`src/rtl/reg_writeback_if.sv`:
```
// Write-back bus: ALU and load producer handshakes, issue marking, register-file
// write port, scoreboard and load-FIFO occupancy.
interface reg_writeback_if #(
    parameter int XLEN   = 32,
    parameter int ADDR_W = 5
);
    logic                   alu_valid;
    logic                   alu_ready;
    logic [ADDR_W-1:0]      alu_rd;
    logic [XLEN-1:0]        alu_data;
    logic                   ld_valid;
    logic                   ld_ready;
    logic [ADDR_W-1:0]      ld_rd;
    logic [XLEN-1:0]        ld_data;
    logic                   issue_valid;
    logic [ADDR_W-1:0]      issue_rd;
    logic                   wr_en;
    logic [ADDR_W-1:0]      wr_addr;
    logic [XLEN-1:0]        wr_data;
    logic [2**ADDR_W-1:0]   pending;
    logic [ADDR_W:0]        ld_count;

    modport master (
        output alu_valid, alu_rd, alu_data, ld_valid, ld_rd, ld_data, issue_valid, issue_rd,
        input  alu_ready, ld_ready, wr_en, wr_addr, wr_data, pending, ld_count
    );
    modport slave (
        input  alu_valid, alu_rd, alu_data, ld_valid, ld_rd, ld_data, issue_valid, issue_rd,
        output alu_ready, ld_ready, wr_en, wr_addr, wr_data, pending, ld_count
    );
endinterface

```
`src/rtl/reg_writeback.sv`:
```
// Register-file write side: ALU/load arbitration with a load FIFO, one registered
// commit per cycle, and a pending-write scoreboard for RAW stalls.
module reg_writeback #(
    parameter int XLEN     = 32,
    parameter int ADDR_W   = 5,
    parameter int LD_DEPTH = 4
) (
    input  logic           clk,
    input  logic           reset,
    reg_writeback_if.slave bus
);
    localparam int PW   = $clog2(LD_DEPTH);
    localparam int NREG = 2**ADDR_W;
    localparam logic [ADDR_W:0] CNT_FULL = (ADDR_W+1)'(LD_DEPTH);
    localparam logic [ADDR_W:0] CNT_ONE  = (ADDR_W+1)'(1);

    typedef struct packed {
        logic [ADDR_W-1:0] rd;
        logic [XLEN-1:0]   data;
    } ld_ent_t;

    ld_ent_t           fifo_q [LD_DEPTH];
    logic [PW-1:0]     rptr_q, wptr_q;
    logic [ADDR_W:0]   cnt_q, cnt_d;
    logic              wr_en_q, wr_en_d;
    logic [ADDR_W-1:0] wr_addr_q, wr_addr_d;
    logic [XLEN-1:0]   wr_data_q, wr_data_d;
    logic [NREG-1:0]   pending_q, pending_d;

    logic              fifo_full, fifo_empty, fifo_win, push, commit;
    logic [ADDR_W-1:0] commit_rd;
    logic [XLEN-1:0]   commit_data;

    assign fifo_full  = (cnt_q == CNT_FULL);
    assign fifo_empty = (cnt_q == '0);
    // A full FIFO must drain even while the ALU keeps offering, or loads would stall forever.
    assign fifo_win   = !fifo_empty && (fifo_full || !bus.alu_valid);
    assign push       = bus.ld_valid && !fifo_full;
    assign commit     = fifo_win || bus.alu_valid;

    assign bus.alu_ready = bus.alu_valid && !fifo_win;
    assign bus.ld_ready  = !fifo_full;
    assign bus.ld_count  = cnt_q;
    assign bus.wr_en     = wr_en_q;
    assign bus.wr_addr   = wr_addr_q;
    assign bus.wr_data   = wr_data_q;
    assign bus.pending   = pending_q;

    always_comb begin
        commit_rd   = fifo_win ? fifo_q[rptr_q].rd   : bus.alu_rd;
        commit_data = fifo_win ? fifo_q[rptr_q].data : bus.alu_data;

        cnt_d = cnt_q;
        if (push && !fifo_win)      cnt_d = cnt_q + CNT_ONE;
        else if (!push && fifo_win) cnt_d = cnt_q - CNT_ONE;

        // x0 commits are consumed but never reach the register file.
        wr_en_d   = commit && (commit_rd != '0);
        wr_addr_d = wr_en_d ? commit_rd   : wr_addr_q;
        wr_data_d = wr_en_d ? commit_data : wr_data_q;

        pending_d = pending_q;
        if (commit) pending_d[commit_rd] = 1'b0;
        if (bus.issue_valid && bus.issue_rd != '0) pending_d[bus.issue_rd] = 1'b1;
        pending_d[0] = 1'b0;
    end

    always_ff @(posedge clk) begin
        if (push) fifo_q[wptr_q] <= '{rd: bus.ld_rd, data: bus.ld_data};
    end

    always_ff @(posedge clk or posedge reset) begin
        if (reset) begin
            rptr_q    <= '0;
            wptr_q    <= '0;
            cnt_q     <= '0;
            wr_en_q   <= 1'b0;
            wr_addr_q <= '0;
            wr_data_q <= '0;
            pending_q <= '0;
        end else begin
            rptr_q    <= rptr_q + PW'(fifo_win);
            wptr_q    <= wptr_q + PW'(push);
            cnt_q     <= cnt_d;
            wr_en_q   <= wr_en_d;
            wr_addr_q <= wr_addr_d;
            wr_data_q <= wr_data_d;
            pending_q <= pending_d;
        end
    end
endmodule

```
`src/flat_wrapper.sv`:
```
// flat-port wrapper written by rule: the top's interface ports become plain ports
module reg_writeback_flat 
#(
    parameter int XLEN     = 32,
    parameter int ADDR_W   = 5,
    parameter int LD_DEPTH = 4
)
  (clk, reset, bus_alu_valid, bus_alu_rd, bus_alu_data, bus_ld_valid, bus_ld_rd, bus_ld_data, bus_issue_valid, bus_issue_rd, bus_alu_ready, bus_ld_ready, bus_wr_en, bus_wr_addr, bus_wr_data, bus_pending, bus_ld_count);
  reg_writeback_if #(.XLEN(XLEN), .ADDR_W(ADDR_W)) bus_i ();
  input  logic clk;
  input  logic reset;
  input wire logic [$bits(bus_i.alu_valid)-1:0] bus_alu_valid;
  input wire logic [$bits(bus_i.alu_rd)-1:0] bus_alu_rd;
  input wire logic [$bits(bus_i.alu_data)-1:0] bus_alu_data;
  input wire logic [$bits(bus_i.ld_valid)-1:0] bus_ld_valid;
  input wire logic [$bits(bus_i.ld_rd)-1:0] bus_ld_rd;
  input wire logic [$bits(bus_i.ld_data)-1:0] bus_ld_data;
  input wire logic [$bits(bus_i.issue_valid)-1:0] bus_issue_valid;
  input wire logic [$bits(bus_i.issue_rd)-1:0] bus_issue_rd;
  output wire logic [$bits(bus_i.alu_ready)-1:0] bus_alu_ready;
  output wire logic [$bits(bus_i.ld_ready)-1:0] bus_ld_ready;
  output wire logic [$bits(bus_i.wr_en)-1:0] bus_wr_en;
  output wire logic [$bits(bus_i.wr_addr)-1:0] bus_wr_addr;
  output wire logic [$bits(bus_i.wr_data)-1:0] bus_wr_data;
  output wire logic [$bits(bus_i.pending)-1:0] bus_pending;
  output wire logic [$bits(bus_i.ld_count)-1:0] bus_ld_count;
  assign bus_i.alu_valid = bus_alu_valid;
  assign bus_i.alu_rd = bus_alu_rd;
  assign bus_i.alu_data = bus_alu_data;
  assign bus_i.ld_valid = bus_ld_valid;
  assign bus_i.ld_rd = bus_ld_rd;
  assign bus_i.ld_data = bus_ld_data;
  assign bus_i.issue_valid = bus_issue_valid;
  assign bus_i.issue_rd = bus_issue_rd;
  assign bus_alu_ready = bus_i.alu_ready;
  assign bus_ld_ready = bus_i.ld_ready;
  assign bus_wr_en = bus_i.wr_en;
  assign bus_wr_addr = bus_i.wr_addr;
  assign bus_wr_data = bus_i.wr_data;
  assign bus_pending = bus_i.pending;
  assign bus_ld_count = bus_i.ld_count;
  reg_writeback #(.XLEN(XLEN), .ADDR_W(ADDR_W), .LD_DEPTH(LD_DEPTH)) u_core (.clk(clk), .reset(reset), .bus(bus_i));
endmodule
```
`config.mk`:
```
export PLATFORM = sky130hd
export DESIGN_NAME = reg_writeback_flat
export DESIGN_NICKNAME = d
export VERILOG_FILES = /design/src/rtl/reg_writeback_if.sv /design/src/rtl/reg_writeback.sv /design/src/flat_wrapper.sv
export SDC_FILE = /design/constraint.sdc
export NUM_CORES = 1
export LEC_CHECK = 0
export CORE_MARGIN = 3
export CORE_UTILIZATION = 48
export DETAILED_ROUTE_END_ITERATION = 8
export PLACE_DENSITY = 0.82
export SYNTH_ARGS = -nofsm -noshare
export SYNTH_HDL_FRONTEND = slang
export SYNTH_SLANG_ARGS = --single-unit
```
`constraint.sdc`:
```
create_clock -name clk -period 4.6 [get_ports clk]
set_clock_uncertainty 0.05 [all_clocks]
set_input_delay 1.38 -clock clk [delete_from_list [all_inputs] [get_ports clk]]
set_output_delay 1.38 -clock clk [all_outputs]
set_load 0.05 [all_outputs]
```
# ---- Yosys cells after proc, flatten, opt, wreduce, memory -nomap -nowiden
# Memory sizes are Yosys's and may differ from the RTL's.
# Index checks and enable logic that the tools add are counted.
dict set report totals {
  regBits 79
  mem_bits_rw 148
  input_bits 84
  output_inout_bits 78
  word_cells 52
  mem_count 1
}
# name words width rd rd_clocked_by_memory_dff wr line_no
set memory_table {}
lappend memory_table {u_core.fifo_q 4 37 1 0 1 reg_writeback.sv:22} ;# ld_ent_t fifo_q [LD_DEPTH];
dict set report op_classes {
  add_sub_neg 4
  order_cmp 4
  eq_ne 1
  mux 12
  bitwise 3
  reduce_logical 20
}
# op n
set ops {}
lappend ops {{two-way mux 32 bit} 3}
lappend ops {{bitwise AND 32 bit} 1}
lappend ops {{NOT 32 bit} 1}
lappend ops {{bitwise OR 32 bit} 1}
lappend ops {{less-than comparator 5 x 6 -> 1 bit, second input constant} 2}
lappend ops {{two-way mux 6 bit} 2}
lappend ops {{demux 1 bit (select 5 bit)} 2}
lappend ops {{greater-or-equal comparator 5 x 1 -> 1 bit, second input constant} 2}
lappend ops {{nonzero test 5 bit} 2}
lappend ops {{logical AND 1 bit} 9}
lappend ops {{adder 6 x 1 -> 6 bit, second input constant} 1}
lappend ops {{== test 6 x 3 -> 1 bit, second input constant} 1}
lappend ops {{zero test 6 bit} 1}
lappend ops {{subtractor 6 x 1 -> 6 bit, second input constant} 1}
lappend ops {{zero test 1 bit} 5}
lappend ops {{two-way mux 5 bit} 1}
lappend ops {{adder 2 x 1 -> 2 bit} 2}
lappend ops {{two-way mux 1 bit} 4}
lappend ops {{logical OR 1 bit} 2}
lappend ops {{nonzero test 2 bit} 1}

# ---- Logic depth before layout (Yosys ltp)
dict set report depth {
  word_depth 13
  ltp_mapped 16
  mapped_depth_nobuf 14
}

# ---- Worst setup path before layout
# Ideal clock, no wire load.
dict set report synth_path {
  path_type {register -> register}
  start {reg u_core.cnt_q[0] (netlist: u_core.bus.ld_count[0])}
  end {mem u_core.fifo_q[1][0] in the netlist's numbering, enable pin}
  setup_time_ns 0.485
  t_arrival_ns 4.452
  required_time_ns 4.065
  slack_ns -0.387
  path_stages_with_launch 7
  path_buffers 1
  synth_period_minus_slack_ns 4.987
  path_cell_list {dfrtp_1 > nor4_4 > and3_2 > inv_2 > buf_2 > nand2_1 > nor3b_1}
}
dict set report synth_via {
  elab_chain_cells 5
}
# item line_no
set synth_lines {}
lappend synth_lines {{start, declared} reg_writeback.sv:24} ;# logic [ADDR_W:0] cnt_q, cnt_d;
lappend synth_lines {{start signal, assigned} reg_writeback.sv:84} ;# cnt_q <= cnt_d;
lappend synth_lines {{== test 6 x 3 -> 1 bit} reg_writeback.sv:34} ;# assign fifo_full = (cnt_q == CNT_FULL);
lappend synth_lines {{zero test 1 bit} -}
lappend synth_lines {{via bus_ld_ready} flat_wrapper.sv:21} ;# output wire logic [$bits(bus_i.ld_ready)-1:0] bus_ld_ready;
lappend synth_lines {{logical AND 1 bit} reg_writeback.sv:38} ;# assign push = bus.ld_valid && !fifo_full;
lappend synth_lines {{two-way mux 1 bit} reg_writeback.sv:69} ;# if (push) fifo_q[wptr_q] <= '{rd: bus.ld_rd, data: bus.ld_data};
lappend synth_lines {{two-way mux 1 bit (not written as such)} reg_writeback.sv:69}
lappend synth_lines {{end, declared} reg_writeback.sv:22}
# The timed path passes the listed nets, and every way through them passes these cells.

# ---- Worst setup path after layout
dict set report layout_path {
  start {reg u_core.cnt_q[0] (netlist: u_core.bus.ld_count[0])}
  end {out bus_ld_ready}
}
dict set report layout_via {
  elab_chain_cells 2
}
# item line_no
set layout_lines {}
lappend layout_lines {{== test 6 x 3 -> 1 bit} reg_writeback.sv:34}
lappend layout_lines {{zero test 1 bit} reg_writeback.sv:42} ;# assign bus.ld_ready = !fifo_full;
lappend layout_lines {{end, declared} flat_wrapper.sv:21}
# No other way between the ends.

==> results.toml <==
[global_route]
antenna_found_initial = 1
first_global_vias = 5951
grtUsageMet3_pct = 4.21
met1_usage_pct = 26.1
grt_pass1_wl_mm = 31.9
busiest_layer = "met2"
grt_max_degree = 42
overflow = 0
grt_usage_pct = 19.4
use_met2_pct = 32.7

[critical_path]
cp-endpoint = "bus_ld_ready"
slowest_stage = "clkdlybuf4s50_1"
critPathKind = "register to primary output"
critPathCaptureType = "primary output"
crit_family = "buffers and inverters"
rrSetupSlack_ns = 1.35
crit_fanout = 13
start_kind = "register"
worstSetupPathDepth = 4
critPathMaxStageDelay_ns = 0.74
crit_buf_inv = 2
cp.arrival_ns = 2.50
rr_worst_depth = 14
worstPathCellList = "nor4_4 > and3_2 > inv_2 > clkdlybuf4s50_1"
crit_path_start = "u_core.bus.ld_count[0]"
r2r-end = "u_core.bus.ld_count[5]"
timing.rr.start = "u_core.bus.ld_count[0]"
worstPathRequired_ns = 3.17

[die]
start_util_pct = 49.1
die_x_um = 145
dieArea_um2 = 21000
die_h_um = 145
rows = 50
core_area_um2 = 18800
boundaryPins = 162

[final_layout]
fill_cells = 1394
drive_gt1_share_pct = 12.9
layout.cell_area.non_filler_um2 = 11900
final_nets = 871
seq_area_um2 = 6420
multi_input_area_um2 = 2640
post-route-util_pct = 63.0
synthToLayoutAreaGrowth_pct = 28.3

[pwr]
totalPowerFinal_mw = 8.63
cellPowerDensity_nw_per_um2 = 727
vdd_ir_drop_max_mv = 0.343
p_leak_nw = 4.29

[route]
drtIter0Drc = 356
drc_errors = 0
postRouteAntennaNets = 0
vias = 5948
viasPerCell = 5.62
drt_pass1_iterations = 5
wl_mm = 20.5
wire_per_inst_um = 19.3

[clock_network]
cts_setup_buffers = 0
holdBufCountCts = 0
htree_levels = 1
cts-root-buf = "clkbuf_16"
cts-buffers-inserted = 24
cts_tree = "built"
clk_pin_slew_ns = 0.06
cts_max_path_buffers = 3
cts_sinks = 227
ctsResizeCount = 0
insertion_delay_ns = 0.51

[logic_synthesis]
synth_cell_types = 52
async_flop_share_pct = 34.8
synth_edf_count = 148
synth_ff_type = "edfxtp_1"
yosysWarningCount = 0
ys_seq_area_share_pct = 69.4
avgSynthCellArea_um2 = 15.1
ys_ff_latch = 227
syn-num-nets = 703
synth_area_um2 = 9250
syn-instance-count = 611

[placement]
portBuffers = 160
placed_cell_area_um2 = 11100
dp_hpwl_mm = 13.4
gp_congestion = 0.857

[timing]
maxSlewViolCount = 0
period_share_pct = 85.4
relSlewSlack_pct = 44.4
max_freq_ghz = 0.255
worst_slew_pin_slew_ns = 0.834
hold_violations = 0
setup_violations = 0
rsz0062_at_grt = "no"
fin_crit_ns = 3.93

[outcome]
status = "finished, final reports clean"

[job]
cap_violations = 0

[worst_hold_path]
min_path_type = "register to register"
placed cells by master (no fill, tap or decap), drive strengths merged, types with 4 or more instances in the layout:
cell type	netlist	layout
clkbuf	15	35
clkdlybuf4s50	0	159
a31oi	34	34
dfrtp	79	79
o41ai	23	23
o31ai	9	9
inv	14	14
ha	7	7
nand3b	5	5
o21ai	39	39
clkinv	0	9
nand2	80	80
xor2	4	4
nand3	7	7
buf	17	15
edfxtp	148	148
mux4	37	37
nor2	39	39
a21oi	7	7
worst register-to-register path, cell delays in order, from the launching register on:
cell	delay (ns)
dfrtp_1	0.45
nor4_4	0.38
and3_2	0.28
inv_2	0.14
nand2_1	0.20
inv_1	0.11
ha_1	0.26
inv_1	0.16
ha_1	0.25
a21o_1	0.18
a21oi_1	0.22
o21bai_1	0.11
nand4_1	0.10
o211ai_1	0.10
xnor2_1	0.14
routing by layer:
layer | vias to the layer above | wire [um]
met1 | 2941 | 8420
met5 | - | 7
met2 | 261 | 10000
met3 | 37 | 1600
met4 | 2 | 397
li1 | 2707 | -
synth_stat cells (all sizes together) (4+ instances only):
cell type  instances  area (um2)
a21oi              7        35.0
a31oi             34         213
buf               17         109
clkbuf            15        56.3
dfrtp             79        1980
edfxtp           148        4440
ha                 7        87.6
inv               14        52.6
mux4              37         833
nand2             80         303
nand3              7        35.0
nand3b             5        37.5
nor2              39         146
o21ai             39         195
o31ai              9        67.6
o41ai             23         201
xor2               4        35.0
state kept, by name, indices dropped and copies added (netlist names):
register and cells:
u_core.bus.pending 31, u_core.bus.wr_en 1, u_core.wptr_q 2, u_core.bus.wr_data 32
u_core.bus.wr_addr 5, u_core.fifo_q 148, u_core.bus.ld_count 6, u_core.rptr_q 2
power breakdown:
group	switching [mW]	total [mW]	leakage [nW]	internal, mW
combinational	2.30	3.66	1.63	1.36
clock	0.745	1.75	0.349	1.00
sequential	0.402	3.22	2.30	2.82
metrics by stage:
step / cells / worst slack, ns / setup TNS (ns) / hold WS, ns
after floorplan: 611 / -0.387 / -33.25 / 0.438
after global placement: 1013 / 0.535 / 0 / 0.433
after detailed placement: 1013 / 0.468 / 0 / 0.449
after CTS: 1057 / 0.669 / 0 / 0.463
after global routing: 1057 / 0.601 / 0 / 0.480
final: 1058 / 0.674 / 0 / 0.467
layout make-up:
| type | count | share of cell area, % |
|---|---|---|
| clock inverters | 9 | 0.475 |
| clock buffers | 35 | 5.58 |
| inverters | 14 | 0.453 |
| well taps | 260 | 2.74 |
| multi-input cells | 338 | 22.2 |
| diodes | 1 | 0.0211 |
| repair buffers | 174 | 14.4 |
| flip-flops and latches | 227 | 54.1 |
logic make-up (layout without fill, tap and decap cells):
kind of cell    after synthesis  in the layout  synth area share, %
other cells                   1              2               0.0406
compound gates              127            127                 9.16
mux                          41             41                 9.54
xor+xnor                      7              7                0.663
simple gates                154            154                 7.64
buf+inv                      46            232                 2.35
flops                       227            227                 69.4
fa+ha+maj                     8              8                 1.16
worst min-delay path by stage:
stage / from / endpoint / slack (ns) / cells after the start
final: u_core.bus.pending[27] / u_core.bus.pending[27] / 0.47 / 2
after global routing: u_core.bus.pending[26] / u_core.bus.pending[26] / 0.48 / 2
after floorplan: u_core.wptr_q[1] / u_core.wptr_q[1] / 0.44 / 1
after global placement: u_core.bus.pending[24] / u_core.bus.pending[24] / 0.43 / 2
after detailed placement: u_core.bus.pending[2] / u_core.bus.pending[2] / 0.45 / 2
after CTS: u_core.bus.pending[2] / u_core.bus.pending[2] / 0.46 / 2
Power figures use the tool's default switching activity.
